`src/rtl/cmult_pkg.sv`:
```
// Shared constants and complex-word pack/unpack helpers for the pipelined complex multiplier.
package cmult_pkg;

  localparam int RND_TRUNC   = 32'sd0;
  localparam int RND_HALF_UP = 32'sd1;

  // Helpers work on a fixed container; callers pass their component width (<= MAX_W).
  localparam int MAX_W = 32'sd32;
  typedef logic [2*MAX_W-1:0] cword_t;
  typedef logic [MAX_W-1:0]   comp_t;

  localparam cword_t ONE_W = cword_t'(1'b1);

  function automatic cword_t cmask(input int unsigned w);
    return (ONE_W << w) - ONE_W;
  endfunction

  function automatic cword_t cpack(input comp_t re, input comp_t im, input int unsigned w);
    return ((cword_t'(re) & cmask(w)) << w) | (cword_t'(im) & cmask(w));
  endfunction

  function automatic comp_t cre(input cword_t x, input int unsigned w);
    return comp_t'((x >> w) & cmask(w));
  endfunction

  function automatic comp_t cim(input cword_t x, input int unsigned w);
    return comp_t'(x & cmask(w));
  endfunction

endpackage

```
`src/rtl/cmult_round_sat.sv`:
```
// Final round / shift / saturate of one full-precision sum down to a WIDTH-bit component.
module cmult_round_sat
  import cmult_pkg::*;
#(
  parameter int WIDTH = 32'sd16,
  parameter int FRAC  = WIDTH - 32'sd1,
  parameter int ROUND = RND_HALF_UP,
  parameter int SAT   = 32'sd1
) (
  input  logic signed [2*WIDTH+1:0] sum,
  output logic        [WIDTH-1:0]   res,
  output logic                      ovf
);

  // One guard bit above the sum so the rounding add can never wrap.
  localparam int EW = 2 * WIDTH + 3;
  localparam logic signed [EW-1:0] HI_V  = EW'((64'sd1 <<< (WIDTH - 1)) - 64'sd1);
  localparam logic signed [EW-1:0] LO_V  = ~HI_V;
  localparam logic signed [EW-1:0] RND_V = (ROUND == RND_HALF_UP) ?
                                           EW'(64'sd1 <<< (FRAC - 1)) : {EW{1'b0}};

  logic signed [EW-1:0] sum_ext_s;
  logic signed [EW-1:0] shifted_s;

  always_comb begin
    sum_ext_s = EW'(sum);
    shifted_s = (sum_ext_s + RND_V) >>> FRAC;
    res       = shifted_s[WIDTH-1:0];
    ovf       = 1'b0;
    if (shifted_s > HI_V) begin
      ovf = 1'b1;
      res = (SAT != 0) ? HI_V[WIDTH-1:0] : shifted_s[WIDTH-1:0];
    end else if (shifted_s < LO_V) begin
      ovf = 1'b1;
      res = (SAT != 0) ? LO_V[WIDTH-1:0] : shifted_s[WIDTH-1:0];
    end else begin
      ovf = 1'b0;
      res = shifted_s[WIDTH-1:0];
    end
  end

endmodule

```
`src/rtl/complex_mult_pipe.sv`:
```
// Three-stage complex multiplier a*b (or a*conj(b)) with valid/ready flow control,
// full-precision products and a single final round/saturate step.
module complex_mult_pipe
  import cmult_pkg::*;
#(
  parameter int WIDTH = 32'sd16,
  parameter int FRAC  = WIDTH - 32'sd1,
  parameter int ROUND = RND_HALF_UP,
  parameter int SAT   = 32'sd1,
  parameter int TAG_W = 32'sd5
) (
  input  logic                 clk,
  input  logic                 reset_n,
  input  logic                 in_valid,
  output logic                 in_ready,
  input  logic [2*WIDTH-1:0]   a,
  input  logic [2*WIDTH-1:0]   b,
  input  logic                 conj_b,
  input  logic [TAG_W-1:0]     in_tag,
  output logic                 out_valid,
  input  logic                 out_ready,
  output logic [2*WIDTH-1:0]   out,
  output logic [TAG_W-1:0]     out_tag,
  output logic                 out_ovf,
  output logic                 ovf_sticky,
  input  logic                 clr_ovf
);

  localparam int PW = 2 * WIDTH + 1;
  localparam int SW = 2 * WIDTH + 2;

  logic en_s;
  logic v1_r, v2_r, v3_r;

  logic signed [WIDTH-1:0] a_re_s, a_im_s, b_re_s, b_im_s;
  logic signed [WIDTH:0]   b_im_ext_s, bi_eff_s;

  logic signed [WIDTH-1:0] ar1_r, ai1_r, br1_r;
  logic signed [WIDTH:0]   bi1_r;
  logic [TAG_W-1:0]        tag1_r, tag2_r;

  logic signed [PW-1:0]    p_rr_r, p_ii_r, p_ri_r, p_ir_r;
  logic signed [SW-1:0]    sum_re_s, sum_im_s;
  logic [WIDTH-1:0]        res_re_s, res_im_s;
  logic                    ovf_re_s, ovf_im_s;

  logic [2*WIDTH-1:0]      out_r;
  logic [TAG_W-1:0]        out_tag_r;
  logic                    out_ovf_r;
  logic                    ovf_sticky_r;

  // The whole pipe advances together; bubbles are kept, not collapsed.
  assign en_s     = !v3_r || out_ready;
  assign in_ready = en_s;

  always_comb begin
    a_re_s     = WIDTH'(cre(cword_t'(a), WIDTH));
    a_im_s     = WIDTH'(cim(cword_t'(a), WIDTH));
    b_re_s     = WIDTH'(cre(cword_t'(b), WIDTH));
    b_im_s     = WIDTH'(cim(cword_t'(b), WIDTH));
    b_im_ext_s = {b_im_s[WIDTH-1], b_im_s};
    if (conj_b) begin
      bi_eff_s = -b_im_ext_s;
    end else begin
      bi_eff_s = b_im_ext_s;
    end
  end

  always_ff @(posedge clk or negedge reset_n) begin
    if (!reset_n) begin
      v1_r   <= 1'b0;
      ar1_r  <= '0;
      ai1_r  <= '0;
      br1_r  <= '0;
      bi1_r  <= '0;
      tag1_r <= '0;
    end else if (en_s) begin
      v1_r   <= in_valid;
      ar1_r  <= a_re_s;
      ai1_r  <= a_im_s;
      br1_r  <= b_re_s;
      bi1_r  <= bi_eff_s;
      tag1_r <= in_tag;
    end
  end

  always_ff @(posedge clk or negedge reset_n) begin
    if (!reset_n) begin
      v2_r   <= 1'b0;
      p_rr_r <= '0;
      p_ii_r <= '0;
      p_ri_r <= '0;
      p_ir_r <= '0;
      tag2_r <= '0;
    end else if (en_s) begin
      v2_r   <= v1_r;
      p_rr_r <= PW'(ar1_r) * PW'(br1_r);
      p_ii_r <= PW'(ai1_r) * PW'(bi1_r);
      p_ri_r <= PW'(ar1_r) * PW'(bi1_r);
      p_ir_r <= PW'(ai1_r) * PW'(br1_r);
      tag2_r <= tag1_r;
    end
  end

  assign sum_re_s = SW'(p_rr_r) - SW'(p_ii_r);
  assign sum_im_s = SW'(p_ri_r) + SW'(p_ir_r);

  cmult_round_sat #(.WIDTH(WIDTH), .FRAC(FRAC), .ROUND(ROUND), .SAT(SAT)) u_rs_re (
    .sum (sum_re_s),
    .res (res_re_s),
    .ovf (ovf_re_s)
  );

  cmult_round_sat #(.WIDTH(WIDTH), .FRAC(FRAC), .ROUND(ROUND), .SAT(SAT)) u_rs_im (
    .sum (sum_im_s),
    .res (res_im_s),
    .ovf (ovf_im_s)
  );

  always_ff @(posedge clk or negedge reset_n) begin
    if (!reset_n) begin
      v3_r      <= 1'b0;
      out_r     <= '0;
      out_tag_r <= '0;
      out_ovf_r <= 1'b0;
    end else if (en_s) begin
      v3_r      <= v2_r;
      out_r     <= (2*WIDTH)'(cpack(comp_t'(res_re_s), comp_t'(res_im_s), WIDTH));
      out_tag_r <= tag2_r;
      out_ovf_r <= v2_r && (ovf_re_s || ovf_im_s);
    end
  end

  // Setting beats clearing so an overflow consumed during a clear is never lost.
  always_ff @(posedge clk or negedge reset_n) begin
    if (!reset_n) begin
      ovf_sticky_r <= 1'b0;
    end else if (v3_r && out_ready && out_ovf_r) begin
      ovf_sticky_r <= 1'b1;
    end else if (clr_ovf) begin
      ovf_sticky_r <= 1'b0;
    end
  end

  assign out_valid  = v3_r;
  assign out        = out_r;
  assign out_tag    = out_tag_r;
  assign out_ovf    = out_ovf_r;
  assign ovf_sticky = ovf_sticky_r;

endmodule

```
`config.mk`:
```
export PLATFORM = sky130hd
export DESIGN_NAME = complex_mult_pipe
export DESIGN_NICKNAME = d
export VERILOG_FILES = /design/src/rtl/cmult_pkg.sv /design/src/rtl/cmult_round_sat.sv /design/src/rtl/complex_mult_pipe.sv
export SDC_FILE = /design/constraint.sdc
export NUM_CORES = 2
export LEC_CHECK = 0
export ABC_AREA = 1
export ABC_CLOCK_PERIOD_IN_PS = 15500
export CAP_MARGIN = 20
export CORE_MARGIN = 10
export CORE_UTILIZATION = 30
export DETAILED_ROUTE_END_ITERATION = 10
export GPL_TIMING_DRIVEN = 0
export PLACE_DENSITY = 0.44
export SYNTH_ARGS = -nofsm -noshare
export SYNTH_HDL_FRONTEND = slang
export SYNTH_HIERARCHICAL = 1
export SYNTH_SLANG_ARGS = --single-unit
```
`constraint.sdc`:
```
create_clock -name clk -period 15.5 [get_ports clk]
set_input_delay 3.1 -clock clk [delete_from_list [all_inputs] [get_ports clk]]
set_output_delay 3.1 -clock clk [all_outputs]
set_load 0.02 [all_outputs]
```
==> out/results.txt <==
TritonCTS clock tree -> yes
critical path's slowest cell -> clkdlybuf4s50_1
starting density of the core -> 30.1%
CP endpoint kind -> output pin
Post-Syn Area -> 0.0593 mm2
startpoint types -> input pin
FF-to-FF path depth -> 23
first-pass GRT wire length -> 376000 um
min-delay worst type -> reg2reg
hpwl dp -> 219000 um
Routability Congestion -> 0.959
WP data required -> 12.40 ns
Synth Net Count -> 9734
crit path DAT -> 5.90 ns
TritonCTS Buffers -> 38
Tot GR Track Use -> 23.8%
initial antenna violation count -> 19
final hold viol count -> 0
clk sink count -> 247
Die Span Y -> 464 um
drt initial violations -> 3968
worst-path fanout max -> 10
maximum clock frequency -> 111 MHz
RR Startpoint -> br1_r[3]
Post-layout nets -> 9920
CTS Buffer Depth -> 3
core area -> 0.197 mm2
Final Setup Violations -> 0
row count -> 163
input/output buffers -> 114
crit path cell chain -> clkdlybuf4s50_1, nor2_2, inv_2, clkbuf_1, clkbuf_1, clkdlybuf4s50_1
die footprint -> 0.216 mm2
setup bufs post-CTS -> 0
Layout Skew -> 0.0747 ns
Final TNS setup -> 0 ns
crit path kind -> in2out
routed vias -> 51916
Avg Cell Area, Syn -> 7.24 um2
ANT nets after route -> 0
TritonRoute pass-1 iters -> 6
H-tree levels -> 2
Reg2Reg Capture Point -> p_rr_r[31]
max_slew headroom -> 17.5%
family with the most delay on the worst path -> buffers and inverters
Post-CTS Hold Fix Bufs -> 0
synth warn -> 6
clock transition at the registers of the reported paths -> 0.06 ns
Synth Instances -> 8180
RSZ-0062 raised after global routing -> false
layout cells sized above 1 -> 2.50%
worst setup path end -> in_ready
Worst Setup SP -> out_ready
vias per cell -> 4.70
Root Buffer -> clkbuf_16
Tmin final -> 9.00 ns
Min Hold Slack -> 0.468 ns
WP buf/inv -> 5
Slew Limit Fails -> 0
largest net degree at the start of global routing -> 108
Slew @ Worst Pin -> 1.24 ns
status -> finished, final reports clean
gr ovfl total -> 0
Clk Latency, worst-skew pair -> 0.67 ns
Residual DRC -> 0
slowest stage delay, CP -> 0.75 ns
WL final -> 257000 um
# resized after CTS -> 0
drt wl/cell -> 23.3 um
WP depth -> 6
Ports -> 116
FF-to-FF setup slack -> 7.45 ns
final period utilization -> 58.0%
vias in the first global route -> 54880
area grow syn2layout -> 10.6%
total of max-cap violations -> 0
Die X -> 464 um
per-layer routing:
metal	part of all wire [%]	vias to the layer above	wire [um]	GRT usage (%)
met5	0.012	-	31	0
met1	42	26047	109000	30.8
li1	-	23875	-	-
met3	6.2	419	15800	3.50
met4	6.1	4	15600	11.3
met2	45	1571	117000	38.9
metrics by stage:
stage	utilization (%)	instance area, um2	setup WS, ns	instances
6_report	33.3	65600	6.50	11037
5_1_grt	33.3	65600	6.29	11035
4_1_cts	33.3	65500	6.48	11031
3_5_place_dp	32.6	64200	6.50	10962
3_3_place_gp	32.4	63700	-1.59	10934
2_1_floorplan	-	59300	8.49	8180
layout make-up:
type / instances / area (um2)
clock inverters: 21 / 256
repair buffers: 146 / 1700
multi-input cells: 5398 / 43500
well taps: 2640 / 3300
inverters: 2226 / 8360
fillers: 21414 / 131000
diodes: 2 / 5.00
clock buffers: 48 / 1030
flip-flops and latches: 247 / 6180
plain buffers: 309 / 1220
state kept, by name (all words and copies together), names as in the netlist, 5 cells and up:
name and count:
out_tag 5, out 32, p_ri_r 33, p_ii_r 33, bi1_r 17, tag1_r 5, p_ir_r 32, ai1_r 16
p_rr_r 32, tag2_r 5, br1_r 16, ar1_r 16
worst min-delay path, delay by kind of cell, from the launching register on:
| family | cells | cell delay [ns] |
|---|---|---|
| flip-flops | 1 | 0.34 |
| AND/OR/NAND/NOR | 2 | 0.10 |
placed cells by master, fill, tap and decap left out, types with 7 or more instances in the layout:
master           instances
a21boi_0                 7
a21o_1                  14
a21oi_1                172
a31oi_1                 12
buf_1                    8
buf_2                   15
buf_8                   26
clkbuf_1               282
clkbuf_16               39
clkbuf_2                 7
clkdlybuf4s50_1        113
dfrtp_1                247
fa_1                  1078
ha_1                   401
inv_1                 2215
inv_2                   11
nand2_1               2572
nand2_2                 25
nand3_1                271
nand3b_1                14
nand4_1                 68
nor2_1                 332
nor2_2                  15
nor2_4                  14
nor3_1                  43
o21a_1                   9
o21ai_0                163
o21bai_1                36
or2_2                    8
xnor2_1                 48
xor2_1                  51
worst min-delay path by stage:
stage / from / to / cells past startpoint / slack, ns
floorplan: v2_r / out_valid / 2 / 0.44
global placement: tag1_r[4] / tag2_r[4] / 2 / 0.45
detailed placement: tag1_r[4] / tag2_r[4] / 2 / 0.45
CTS: tag1_r[4] / tag2_r[4] / 2 / 0.47
global route: tag1_r[0] / tag2_r[0] / 2 / 0.50
finish: tag1_r[4] / tag2_r[4] / 2 / 0.47
Power is not shown: default switching activity piles up to over one toggle a cycle in this logic, so the estimate is an artifact.
